### config.mk
export PLATFORM = sky130hd
export DESIGN_NAME = reset_sequencer
export DESIGN_NICKNAME = d
export VERILOG_FILES = /design/src/rtl/reset_sequencer.sv
export SDC_FILE = /design/constraint.sdc
export NUM_CORES = 1
export LEC_CHECK = 0
export ABC_AREA = 1
export CORE_ASPECT_RATIO = 0.8
export CORE_MARGIN = 3
export CORE_UTILIZATION = 40
export CTS_CLUSTER_DIAMETER = 60
export DETAILED_ROUTE_END_ITERATION = 8
export PLACE_DENSITY_LB_ADDON = 0.3
export SYNTH_ARGS = -nofsm -noshare
export SYNTH_HDL_FRONTEND = slang
export SYNTH_SLANG_ARGS = --single-unit
### constraint.sdc
create_clock -name clk -period 1.6 [get_ports clk]
set_clock_uncertainty 0.1 [all_clocks]
set_input_delay 0.16 -clock clk [delete_from_list [all_inputs] [get_ports clk]]
set_output_delay 0.16 -clock clk [all_outputs]
set_load 0.01 [all_outputs]
### src/rtl/reset_sequencer.sv
// -----------------------------------------------------------------------------
// reset_sequencer
//
// Top-level reset source for downstream logic built from asynchronous,
// active-high-reset flops. The board reset (rst_n) asserts every domain reset
// at once without needing a clock. Release is synchronous: a synchronizer
// chain must fill, all domains are held for HOLD_CYCLES edges, and then the
// domain resets are released one at a time, GAP_CYCLES edges apart, starting
// with bit 0.
//
// Once the sequence has finished (RUN), a synchronous software request
// restarts it from the hold phase. The synchronizer is not refilled in that
// case because the clock is already known to be running.
//
// Parameters
//   SYNC_STAGES  deassertion synchronizer depth (>= 2)
//   HOLD_CYCLES  edges all domains stay in reset after sync (>= 1)
//   NUM_DOMAINS  number of domain reset outputs (>= 1)
//   GAP_CYCLES   edges between successive domain releases (>= 1)
//
// Ports
//   clk         in   system clock
//   rst_n       in   asynchronous, active-low board reset
//   sw_rst_req  in   synchronous software reset request, honoured only in RUN
//   rst_out     out  active-high reset per domain, bit 0 released first
//   rst_busy    out  high while any rst_out bit is high
//   rst_done    out  one-cycle pulse on the edge that releases the last domain
// -----------------------------------------------------------------------------
module reset_sequencer #(
    parameter int SYNC_STAGES = 2,
    parameter int HOLD_CYCLES = 16,
    parameter int NUM_DOMAINS = 3,
    parameter int GAP_CYCLES  = 4
) (
    input  logic                   clk,
    input  logic                   rst_n,
    input  logic                   sw_rst_req,
    output logic [NUM_DOMAINS-1:0] rst_out,
    output logic                   rst_busy,
    output logic                   rst_done
);

    localparam int CNT_MAX = (HOLD_CYCLES > GAP_CYCLES) ? HOLD_CYCLES : GAP_CYCLES;
    localparam int CW      = $clog2(CNT_MAX + 1);
    localparam int IW      = $clog2(NUM_DOMAINS + 1);

    localparam logic [CW-1:0] HOLD_LAST = CW'(HOLD_CYCLES - 1);
    localparam logic [CW-1:0] GAP_LAST  = CW'(GAP_CYCLES - 1);
    localparam logic [IW-1:0] IDX_LAST  = IW'(NUM_DOMAINS - 1);

    typedef enum logic [1:0] {
        ST_ASSERT,
        ST_HOLD,
        ST_RELEASE,
        ST_RUN
    } state_t;

    state_t                 state_q, state_d;
    logic [SYNC_STAGES-1:0] sync_q;
    logic [CW-1:0]          cnt_q, cnt_d;
    logic [IW-1:0]          idx_q, idx_d;
    logic [NUM_DOMAINS-1:0] out_q, out_d;
    logic                   busy_q, busy_d;
    logic                   done_q, done_d;
    logic                   sync_ok;

    // Deassertion synchronizer: ones shift in from the bottom once rst_n is
    // high; the top bit reports that rst_n has been seen high for
    // SYNC_STAGES edges.
    always_ff @(posedge clk or negedge rst_n) begin
        if (!rst_n) begin
            sync_q <= '0;
        end else begin
            sync_q <= {sync_q[SYNC_STAGES-2:0], 1'b1};
        end
    end

    assign sync_ok = sync_q[SYNC_STAGES-1];

    // State and output registers. Every output is a flop, set/cleared
    // asynchronously by rst_n, so no input reaches an output combinationally.
    always_ff @(posedge clk or negedge rst_n) begin
        if (!rst_n) begin
            state_q <= ST_ASSERT;
            cnt_q   <= '0;
            idx_q   <= '0;
            out_q   <= '1;
            busy_q  <= 1'b1;
            done_q  <= 1'b0;
        end else begin
            state_q <= state_d;
            cnt_q   <= cnt_d;
            idx_q   <= idx_d;
            out_q   <= out_d;
            busy_q  <= busy_d;
            done_q  <= done_d;
        end
    end

    // Next-state and next-output logic.
    //
    // Domains release in ascending order from an all-ones pattern, so the
    // asserted bits always form a contiguous upper block; shifting left by one
    // clears exactly the lowest still-asserted domain.
    //
    // cnt counts edges already spent in the current phase, so a phase of
    // L edges ends on the edge where cnt equals L-1.
    always_comb begin
        state_d = state_q;
        cnt_d   = cnt_q;
        idx_d   = idx_q;
        out_d   = out_q;
        done_d  = 1'b0;

        case (state_q)
            ST_ASSERT: begin
                if (sync_ok) begin
                    state_d = ST_HOLD;
                    cnt_d   = '0;
                end
            end

            ST_HOLD: begin
                if (cnt_q == HOLD_LAST) begin
                    cnt_d = '0;
                    out_d = out_q << 1;
                    idx_d = IW'(1);
                    if (NUM_DOMAINS == 1) begin
                        // The single domain is also the last one.
                        state_d = ST_RUN;
                        done_d  = 1'b1;
                    end else begin
                        state_d = ST_RELEASE;
                    end
                end else begin
                    cnt_d = cnt_q + CW'(1);
                end
            end

            ST_RELEASE: begin
                if (cnt_q == GAP_LAST) begin
                    cnt_d = '0;
                    out_d = out_q << 1;
                    idx_d = idx_q + IW'(1);
                    if (idx_q == IDX_LAST) begin
                        state_d = ST_RUN;
                        done_d  = 1'b1;
                    end
                end else begin
                    cnt_d = cnt_q + CW'(1);
                end
            end

            ST_RUN: begin
                if (sw_rst_req) begin
                    state_d = ST_HOLD;
                    cnt_d   = '0;
                    idx_d   = '0;
                    out_d   = '1;
                end
            end

            default: begin
                state_d = ST_ASSERT;
                cnt_d   = '0;
                idx_d   = '0;
                out_d   = '1;
            end
        endcase

        // Derived from the next rst_out value so the registered busy flag can
        // never disagree with the registered domain resets.
        busy_d = |out_d;
    end

    assign rst_out  = out_q;
    assign rst_busy = busy_q;
    assign rst_done = done_q;

endmodule

==> impl_metrics.ini, run 1 <==
[placed_design]
place_congestion = 0.804
io_buffers = 7
post-dp-hpwl_um = 1640
placed_cells = 160

[logic_synthesis]
yosysSeqAreaShare_pct = 41.2
syn-num-nets = 129
synthCells = 116
synthDistinctLibCells = 21
netlist_area_um2 = 985
yosys_warnings = 0
yosys_register_bits = 16
syn_area_per_cell_um2 = 8.49

[setup_path]
worstReg2RegEnd = rst_busy
reg2reg_depth = 12
cp-start-kind = register
worst_ep_arrival_time_ns = 1.67
critPathCaptureType = register
r2r_setup_slack_ns = 0.05
r2r-start = cnt_q[1]
cp.required_ns = 1.72
worstSetupEndpoint = rst_busy
cp-startpoint = cnt_q[1]
critical_path.max_fanout = 4
critical_path_class = register to register

[power_and_ir_drop]
p_int_w = 0.00126
vdd_drop_max_v = 0.00104
leakage_nw = 0.631
pwr-share-comb_pct = 61.6
power_density_nw_per_um2 = 1730
p_switching_w = 0.00101
swShare_pct = 44.5
p_clk_share_pct = 9.8
p_seq_share_pct = 28.6
power_w = 0.00227

[detailed_routing]
routedWlPerCell_um = 13.1
drt-initial-drc-count = 38
drc = 0
drtAntennaViolNets = 0
firstDrtPassIters = 4
finalWirelength_um = 2200
dr_total_vias = 824
via_per_inst = 4.90

[layout]
nets = 157
final_cells = 168
diodes = 0
syn2layout_area_growth_pct = 33.2
drive_above_1_share_pct = 36.4

[floorplanning]
die_h_um = 50.4
rows = 15
coreArea_um2 = 2250
fp.dieW_um = 61.5
start_util_pct = 43.7
die_area_um2 = 3100
pin_count = 8

[flow_run]
maxCapViolCount = 0

[timing]
hold_viol = 0
grt_setup_unrepaired = true
timing.final.crit_period_ns = 1.55
final_max_slew_viol_count = 0
max_freq_ghz = 0.646
finalSetupViolations = 0
min_period_over_period_pct = 96.8

[clocking]
htreeDepth = 1
cts_root_buf = clkbuf_4
postCtsHoldBufs = 0
cts_buffers = 3
cts_tree = yes
clockBufferDepth = 2
clock_sinks = 16
worstSkewPairLatency_ns = 0.29
clk_pin_slew_worst_paths_ns = 0.09

[grt]
grt_overflow = 0
grt_pass1_wl_um = 3540
antenna_found_initial = 0
first_global_vias = 795
grt_max_degree = 17
grt_use_total_pct = 15.4

[run_status]
outcome = finished, final reports clean

[worst_hold_path]
hp-class = primary input to async pin
## stage by stage
stage | hold slack (ns) | worst slack, ns | area, um2 | util (%) | setup TNS [ns]
after global placement | 0.239 | -0.0833 | 1180 | 52.2 | -0.295
after floorplan | -0.236 | 0.0317 | 985 | - | 0
after CTS | 0.0905 | 0.00356 | 1210 | 53.8 | 0
after global routing | 0.0999 | -0.0496 | 1310 | 58.2 | -0.0738
after detailed placement | 0.256 | -0.160 | 1180 | 52.2 | -0.817
final | 0.0909 | 0.0510 | 1310 | 58.2 | 0
## state kept, by name, summed over array words and instances, names as in the netlist
name / flops
cnt_q: 5
rst_out: 3
idx_q: 2
state_q: 2
sync_q: 2
rst_busy: 1
rst_done: 1
## synth_stat cells (all sizes together)
cell,number,area [um2]
nor2,6,45.0
conb,1,3.75
nand3b,1,7.51
xor2,1,8.76
inv,21,78.8
nand2,27,116
dfstp,4,105
a21oi,5,28.8
o21ai,12,63.8
dfrtp,12,300
xnor2,1,8.76
o211ai,1,7.51
nand3,13,77.6
ha,10,125
nor3b,1,7.51
## power by group through the flow
| stage | clock (W) | combinational [W] | sequential (W) |
|---|---|---|---|
| 2_1_floorplan | 0 | 0.000758 | 0.000659 |
| 3_3_place_gp | 0 | 0.00112 | 0.000644 |
| 3_5_place_dp | 0 | 0.00117 | 0.000653 |
| 4_1_cts | 0.000236 | 0.00117 | 0.000642 |
| 5_1_grt | 0.000251 | 0.00155 | 0.000662 |
| 6_report | 0.000222 | 0.00140 | 0.000649 |
## cell usage in the layout, fill, tap and decap left out, types with 2 or more instances in the layout
cell,count
nor2_1,3
o21ai_0,4
nand3_1,8
nor2_4,3
nand3_2,4
inv_2,5
clkdlybuf4s50_1,3
nand2_4,3
ha_2,4
a21oi_1,3
dfstp_2,4
buf_4,16
dlygate4sd2_1,4
nand2_1,21
clkbuf_4,3
ha_1,4
inv_1,15
ha_4,2
o21ai_1,7
dfrtp_1,12
nand2_2,3
## cell type report
type	instances	area, um2
timing repair buffer	23	185
fill	198	941
sequential	16	405
inverter	21	81.3
tap	25	31.3
multi-input combinational	79	582
clock buffer	4	26.3
## cell families (layout without fill, tap and decap cells)
group	count (synthesis)	in the layout	share of synthesized area, %
DFF	16	16	41.2
and+or+nand+nor	48	48	25.8
adders and majority gates	10	10	12.7
AOI/OAI and AO/OA	18	18	10.2
xor gates and xnor gates	2	2	1.78
other	1	1	0.381
buffers and inverters	21	48	8.01
## how the worst min path moves through the flow
| stage | from | end | slack, ns | cells past startpoint |
|---|---|---|---|---|
| 2_1_floorplan | rst_n | cnt_q[0] | -0.24 | 0 |
| 3_3_place_gp | sync_q[0] | sync_q[1] | 0.24 | 0 |
| 3_5_place_dp | sync_q[0] | sync_q[1] | 0.26 | 0 |
| 4_1_cts | rst_n | state_q[0] | 0.09 | 2 |
| 5_1_grt | rst_n | state_q[0] | 0.1 | 2 |
| 6_report | rst_n | idx_q[0] | 0.09 | 2 |
## timing repair
item                                    CTS  global route
buffers inserted                          0             4
endpoints found under the setup margin   14            12
resized for setup                        10            20
pin swaps                                 1             5
cloned                                    0             0
## routing by layer
metal  global-route usage [%]  wire length, um  vias up
met5                        0                0        -
met4                     1.06               12        0
met3                     4.63               91        2
met2                     24.3             1060       18
met1                     21.6             1030      382
li1                         -                -      422
## worst max-delay path, stage by stage (launching register included)
cell and delay, ns:
dfrtp_1 0.39, ha_2 0.20, nand3_2 0.08, inv_2 0.05, ha_4 0.17, inv_4 0.06, nand2_1 0.04, nand3_1 0.07
nand2_1 0.05, nor2_1 0.08, nand2_1 0.06, nand2_2 0.07, nand3_2 0.08
Power figures use the tool's default switching activity.
==> run 2: changes to the inputs <==
Settings changed: CTS_CLUSTER_DIAMETER 60 to default.
==> results of run 2 <==
No change in the layout: final DEF, timing and power equal those of run 1.
